File: config.mk
export PLATFORM = sky130hd
export DESIGN_NAME = regfile_sb
export DESIGN_NICKNAME = d
export VERILOG_FILES = /design/src/rtl/regfile_sb.sv
export SDC_FILE = /design/constraint.sdc
export NUM_CORES = 1
export LEC_CHECK = 0
export BUFFER_PORTS_ARGS = -buffer_cell sky130_fd_sc_hd__buf_2
export CAP_MARGIN = 5
export CORE_UTILIZATION = 55
export DETAILED_ROUTE_END_ITERATION = 12
export PLACE_DENSITY = 0.72
export SLEW_MARGIN = 20
export SYNTH_ARGS = -nofsm -noshare
export SYNTH_HDL_FRONTEND = slang
export SYNTH_SLANG_ARGS = --single-unit
File: constraint.sdc
create_clock -name i_clk -period 2.9 [get_ports i_clk]
set_input_delay 0.435 -clock i_clk [delete_from_list [all_inputs] [get_ports i_clk]]
set_output_delay 0.435 -clock i_clk [all_outputs]
set_load 0.005 [all_outputs]
File: src/rtl/regfile_sb.sv
// Register file with a pending-write scoreboard.
// After reset an INIT sweep writes zero into every register, one per cycle,
// then the block enters RUN. Reads are combinational with optional
// same-cycle write forwarding. A busy bit per register tracks
// issued-but-not-yet-written destinations.
// Interface timing: there is no valid/ready handshake. A write (i_we) or an
// issue (i_issue) is accepted on every rising edge where it is asserted while
// o_ready is high; while o_ready is low both are dropped, but i_flush is
// always accepted.
module regfile_sb #(
  parameter int DATA_WIDTH = 32,
  parameter int NUM_REGS   = 32,
  parameter int ZERO_REG   = 1,
  parameter int BYPASS     = 1,
  localparam int AW = (NUM_REGS > 1) ? $clog2(NUM_REGS) : 1
) (
  input  logic                  i_clk,
  input  logic                  i_rst_n,
  input  logic                  i_we,
  input  logic [AW-1:0]         i_rd_addr,
  input  logic [DATA_WIDTH-1:0] i_rd,
  input  logic [AW-1:0]         i_rs1_addr,
  input  logic [AW-1:0]         i_rs2_addr,
  output logic [DATA_WIDTH-1:0] o_rs1,
  output logic [DATA_WIDTH-1:0] o_rs2,
  input  logic                  i_issue,
  input  logic [AW-1:0]         i_issue_addr,
  input  logic                  i_flush,
  output logic                  o_rs1_busy,
  output logic                  o_rs2_busy,
  output logic                  o_ready,
  output logic                  o_dbg_state
);

  localparam logic [AW:0]   REG_LIMIT = (AW + 1)'(NUM_REGS);
  localparam logic [AW-1:0] LAST_IDX  = AW'(NUM_REGS - 1);

  typedef enum logic {S_INIT = 1'b0, S_RUN = 1'b1} state_t;

  state_t                state, state_next;
  logic [AW-1:0]         count, count_next;
  logic [DATA_WIDTH-1:0] regs [NUM_REGS];
  logic [NUM_REGS-1:0]   busy, busy_next;

  logic run;
  logic wr_en, iss_en;
  logic rs1_ok, rs2_ok, rs1_hit, rs2_hit;

  // An address is usable when it exists and is not the hardwired zero register.
  function automatic logic addr_ok(input logic [AW-1:0] a);
    return ({1'b0, a} < REG_LIMIT) && !((ZERO_REG != 0) && (a == '0));
  endfunction

  assign run         = (state == S_RUN);
  assign o_ready     = run;
  assign o_dbg_state = state;
  assign wr_en       = run && i_we && addr_ok(i_rd_addr);
  assign iss_en      = run && i_issue && addr_ok(i_issue_addr);

  // State and sweep counter; reset restarts the full sweep.
  always_ff @(posedge i_clk or negedge i_rst_n) begin
    if (!i_rst_n) begin
      state <= S_INIT;
      count <= '0;
    end else begin
      state <= state_next;
      count <= count_next;
    end
  end

  // Next-state: advance the sweep, leave INIT after the last register.
  always_comb begin
    state_next = state;
    count_next = count;
    if (state == S_INIT) begin
      count_next = count + 1'b1;
      if (count == LAST_IDX) begin
        state_next = S_RUN;
        count_next = '0;
      end
    end
  end

  // Storage has no reset; INIT clears one register per cycle.
  always_ff @(posedge i_clk) begin
    if (!run) begin
      regs[count] <= '0;
    end else if (wr_en) begin
      regs[i_rd_addr] <= i_rd;
    end
  end

  // Busy update: flush clears all, a write clears its bit, issue sets last so it wins.
  always_comb begin
    busy_next = busy;
    if (i_flush) busy_next = '0;
    if (wr_en)   busy_next[i_rd_addr] = 1'b0;
    if (iss_en)  busy_next[i_issue_addr] = 1'b1;
  end

  // Busy vector register.
  always_ff @(posedge i_clk or negedge i_rst_n) begin
    if (!i_rst_n) busy <= '0;
    else          busy <= busy_next;
  end

  assign rs1_ok  = addr_ok(i_rs1_addr);
  assign rs2_ok  = addr_ok(i_rs2_addr);
  assign rs1_hit = (BYPASS != 0) && wr_en && (i_rd_addr == i_rs1_addr);
  assign rs2_hit = (BYPASS != 0) && wr_en && (i_rd_addr == i_rs2_addr);

  assign o_rs1 = !(run && rs1_ok) ? '0 : (rs1_hit ? i_rd : regs[i_rs1_addr]);
  assign o_rs2 = !(run && rs2_ok) ? '0 : (rs2_hit ? i_rd : regs[i_rs2_addr]);

  assign o_rs1_busy = rs1_ok && busy[i_rs1_addr] && !rs1_hit;
  assign o_rs2_busy = rs2_ok && busy[i_rs2_addr] && !rs2_hit;

endmodule
==> results.json <==
{
  "clock_sinks": 1062,
  "irDropWorstVdd_mv": 0.476,
  "fin_nets": 3749,
  "p_switching_mw": 8.10,
  "yosysWarnings": 0,
  "cp_max_fo": 2,
  "fin_skew_ns": 0.0293,
  "row_count": 112,
  "yosysMostFrequentCell": "edfxtp_1",
  "syn_area_mm2": 0.0522,
  "power_density_mw_per_mm2": 563,
  "wl_mm": 172,
  "endpoint": "o_rs2[20]",
  "die_height_um": 310,
  "cp.arrival_ns": 2.51,
  "period_share": 1.02,
  "insertion_delay_ns": 0.70,
  "hold_viol_final": 0,
  "via_count": 36400,
  "drt_drc_violations_left": 0,
  "p_total_mw": 34.5,
  "grt.overflow.total": 0,
  "track_usage": 0.355,
  "whs_ns": 0.0481,
  "dp.final_hpwl_mm": 101,
  "cp-end-kind": "output pin",
  "cp.required_ns": 2.47,
  "cp_cell_sequence": "mux4_2 > mux2_4 > a221oi_4 > a21oi_2 > buf_2",
  "routedWlPerCell_um": 34.3,
  "synthTopCellsByArea": "edfxtp_1, mux2i_1, mux4_2, a22oi_1, mux2_2",
  "pwr-share-seq": 0.490,
  "via_per_inst": 7.24,
  "slew_headroom": 0.311,
  "area_delta_synth_final_pct": 17.3,
  "ff2ff_setup_slack_ns": 0.52,
  "p_sw_frac": 0.235,
  "status": "complete, but fails checks",
  "coreArea_mm2": 0.0936,
  "internal-power_mw": 26.4,
  "cp-start-kind": "register",
  "cts_root_buffer": "clkbuf_16",
  "path_class": "register to output pin",
  "htreeDepth": 3,
  "syn_nets": 3491,
  "pwr-share-clk": 0.408,
  "drv_slew": 0,
  "post-place-ws_ns": -0.0944,
  "grt_pass1_wl_mm": 245,
  "async_flop_share": 0.0358,
  "cpPeakStageDelay_ns": 0.50,
  "numCtsBuffers": 107,
  "violations": "setup timing",
  "timing.rr.end": "regs[7][10]",
  "yosysSeqAreaShare": 0.608,
  "antenna_left": 0,
  "synth_top_area_frac": 0.589,
  "die_area_mm2": 0.0961,
  "pwr-share-comb": 0.101,
  "antenna_found_initial": 3,
  "start_util": 0.557,
  "cts_tree": "done",
  "yosysTopAreaCell": "edfxtp_1",
  "syn_area_per_cell_um2": 15.2,
  "fin_ws_ns": -0.0437,
  "synth_ff_type": "edfxtp_1",
  "fillers": 6486,
  "slowest_stage": "mux4_2",
  "worstMarginPinSlew_ns": 1.03,
  "clockBufferDepth": 3,
  "r2r_cells": 6,
  "gp_congestion": 0.901,
  "rsz0062_at_grt": "yes",
  "timing.rr.start": "o_dbg_state",
  "ys_types": 61,
  "cap_viol_max_count": 0,
  "cts.clk_slew.worst_paths_ns": 0.06,
  "io-pin-count": 125,
  "synth_common_cells": "edfxtp_1, mux2i_1, a22oi_1",
  "grt_start_max_net_pins": 56,
  "setup_viol": 2,
  "final_core_util": 0.654,
  "grt_pass1_vias": 35700,
  "hp-class": "input pin to register",
  "drt-initial-drc-count": 5190,
  "synthCells": 3432,
  "first_pass_iters": 6,
  "crit_start": "regs[11][20]",
  "drive_above_1_share": 0.269,
  "final_cell_area_mm2": 0.0612,
  "dpl_cell_area_mm2": 0.0570,
  "synth_edf_count": 1024,
  "total_leakage_power_nw": 23.2,
  "period_needed_ns": 2.94,
  "die_w_um": 310,
  "synth_seq_cells": 1062,
  "fmax_mhz": 340,
  "io_buffer_count": 124
}
-- state kept, by name, summed over array words and instances, names as in the netlist --
| register | count |
|---|---|
| busy | 32 |
| count | 5 |
| o_dbg_state | 1 |
| regs | 1024 |
-- power groups by stage --
stage               sequential, mW  combinational, mW  clock [mW]
floorplan                     17.2               1.95           0
global placement              17.2               3.26           0
detailed placement            17.2               3.32           0
CTS                           16.9               3.36        14.1
global route                  16.9               3.63        14.7
finish                        16.9               3.50        14.1
-- cell type report --
class | instances | area [um^2] | area share
Sequential cell | 1062 | 31700 | 0.518
Clock inverter | 74 | 742 | 0.0121
Multi-Input combinational cell | 2082 | 19500 | 0.318
Timing Repair Buffer | 435 | 4960 | 0.0810
Inverter | 2 | 7.51 | 0.000123
Tap cell | 1254 | 1570 | 0.0256
Antenna cell | 1 | 2.50 | 0.0000409
Clock buffer | 119 | 2770 | 0.0452
-- critical path: cells and delay by family (launching register included) --
family          cells  cell delay [ns]
compound gates      2             0.45
buf+inv             1             0.15
flops               1             0.42
mux                 2             0.80
-- cell usage in the layout, fill, tap and decap left out, drive strengths merged, types with 7 or more instances in the layout --
cell	instances
a221oi	62
nand2	56
mux2	157
buf	431
nor2	44
o21ai	128
mux4	144
edfxtp	1024
and2	33
a22oi	257
a211oi	66
or2	7
nor2b	77
nand2b	15
clkinv	53
o22ai	62
or4	32
bufinv	14
a21oi	198
o211ai	32
clkbuf	121
dfrtp	38
mux2i	658
inv	7
-- layer usage --
layer,vias to the layer above,part of all wire,track usage
met1,18400,0.36,0.471
met2,2847,0.46,0.552
met5,-,0.000064,0
met4,2,0.061,0.189
li1,14500,-,-
met3,610,0.12,0.0754
-- how the worst min path moves through the flow --
stage / start / to / slack, ns / cells after the start
final: i_issue_addr[0] / busy[1] / 0.05 / 3
after global routing: i_issue_addr[3] / busy[17] / 0.05 / 2
after CTS: i_issue_addr[0] / busy[1] / 0.03 / 3
after detailed placement: busy[0] / busy[0] / 0.53 / 1
after global placement: busy[0] / busy[0] / 0.51 / 1
after floorplan: i_rst_n / busy[0] / 0.14 / 0
-- cells by family after synthesis --
logic type / after synthesis / share of synthesized area
compound gates: 823 / 0.107
xor+xnor: 10 / 0.00168
fa+ha+maj: 2 / 0.000480
buf+inv: 288 / 0.0302
flops: 1062 / 0.608
mux: 959 / 0.222
simple gates: 288 / 0.0309
-- metrics by stage --
step	TNS, ns	std cells
2_1_floorplan	-295.82	3432
3_3_place_gp	-0.115	4810
3_5_place_dp	-0.166	4810
4_1_cts	-0.0520	5013
5_1_grt	-0.195	5028
6_report	-0.0468	5029
-- repair_timing --
item | 4_1_cts | 5_1_grt
hold buffers | 1 | 0
resized for setup | 21 | 46
setup buffers | 10 | 16
setup endpoints to repair | 19 | 53
gates cloned | 1 | 2
pin swaps | 8 | 18
endpoints found under the hold margin | 38 | 0
Note: power is estimated with default switching activity, not from simulation.
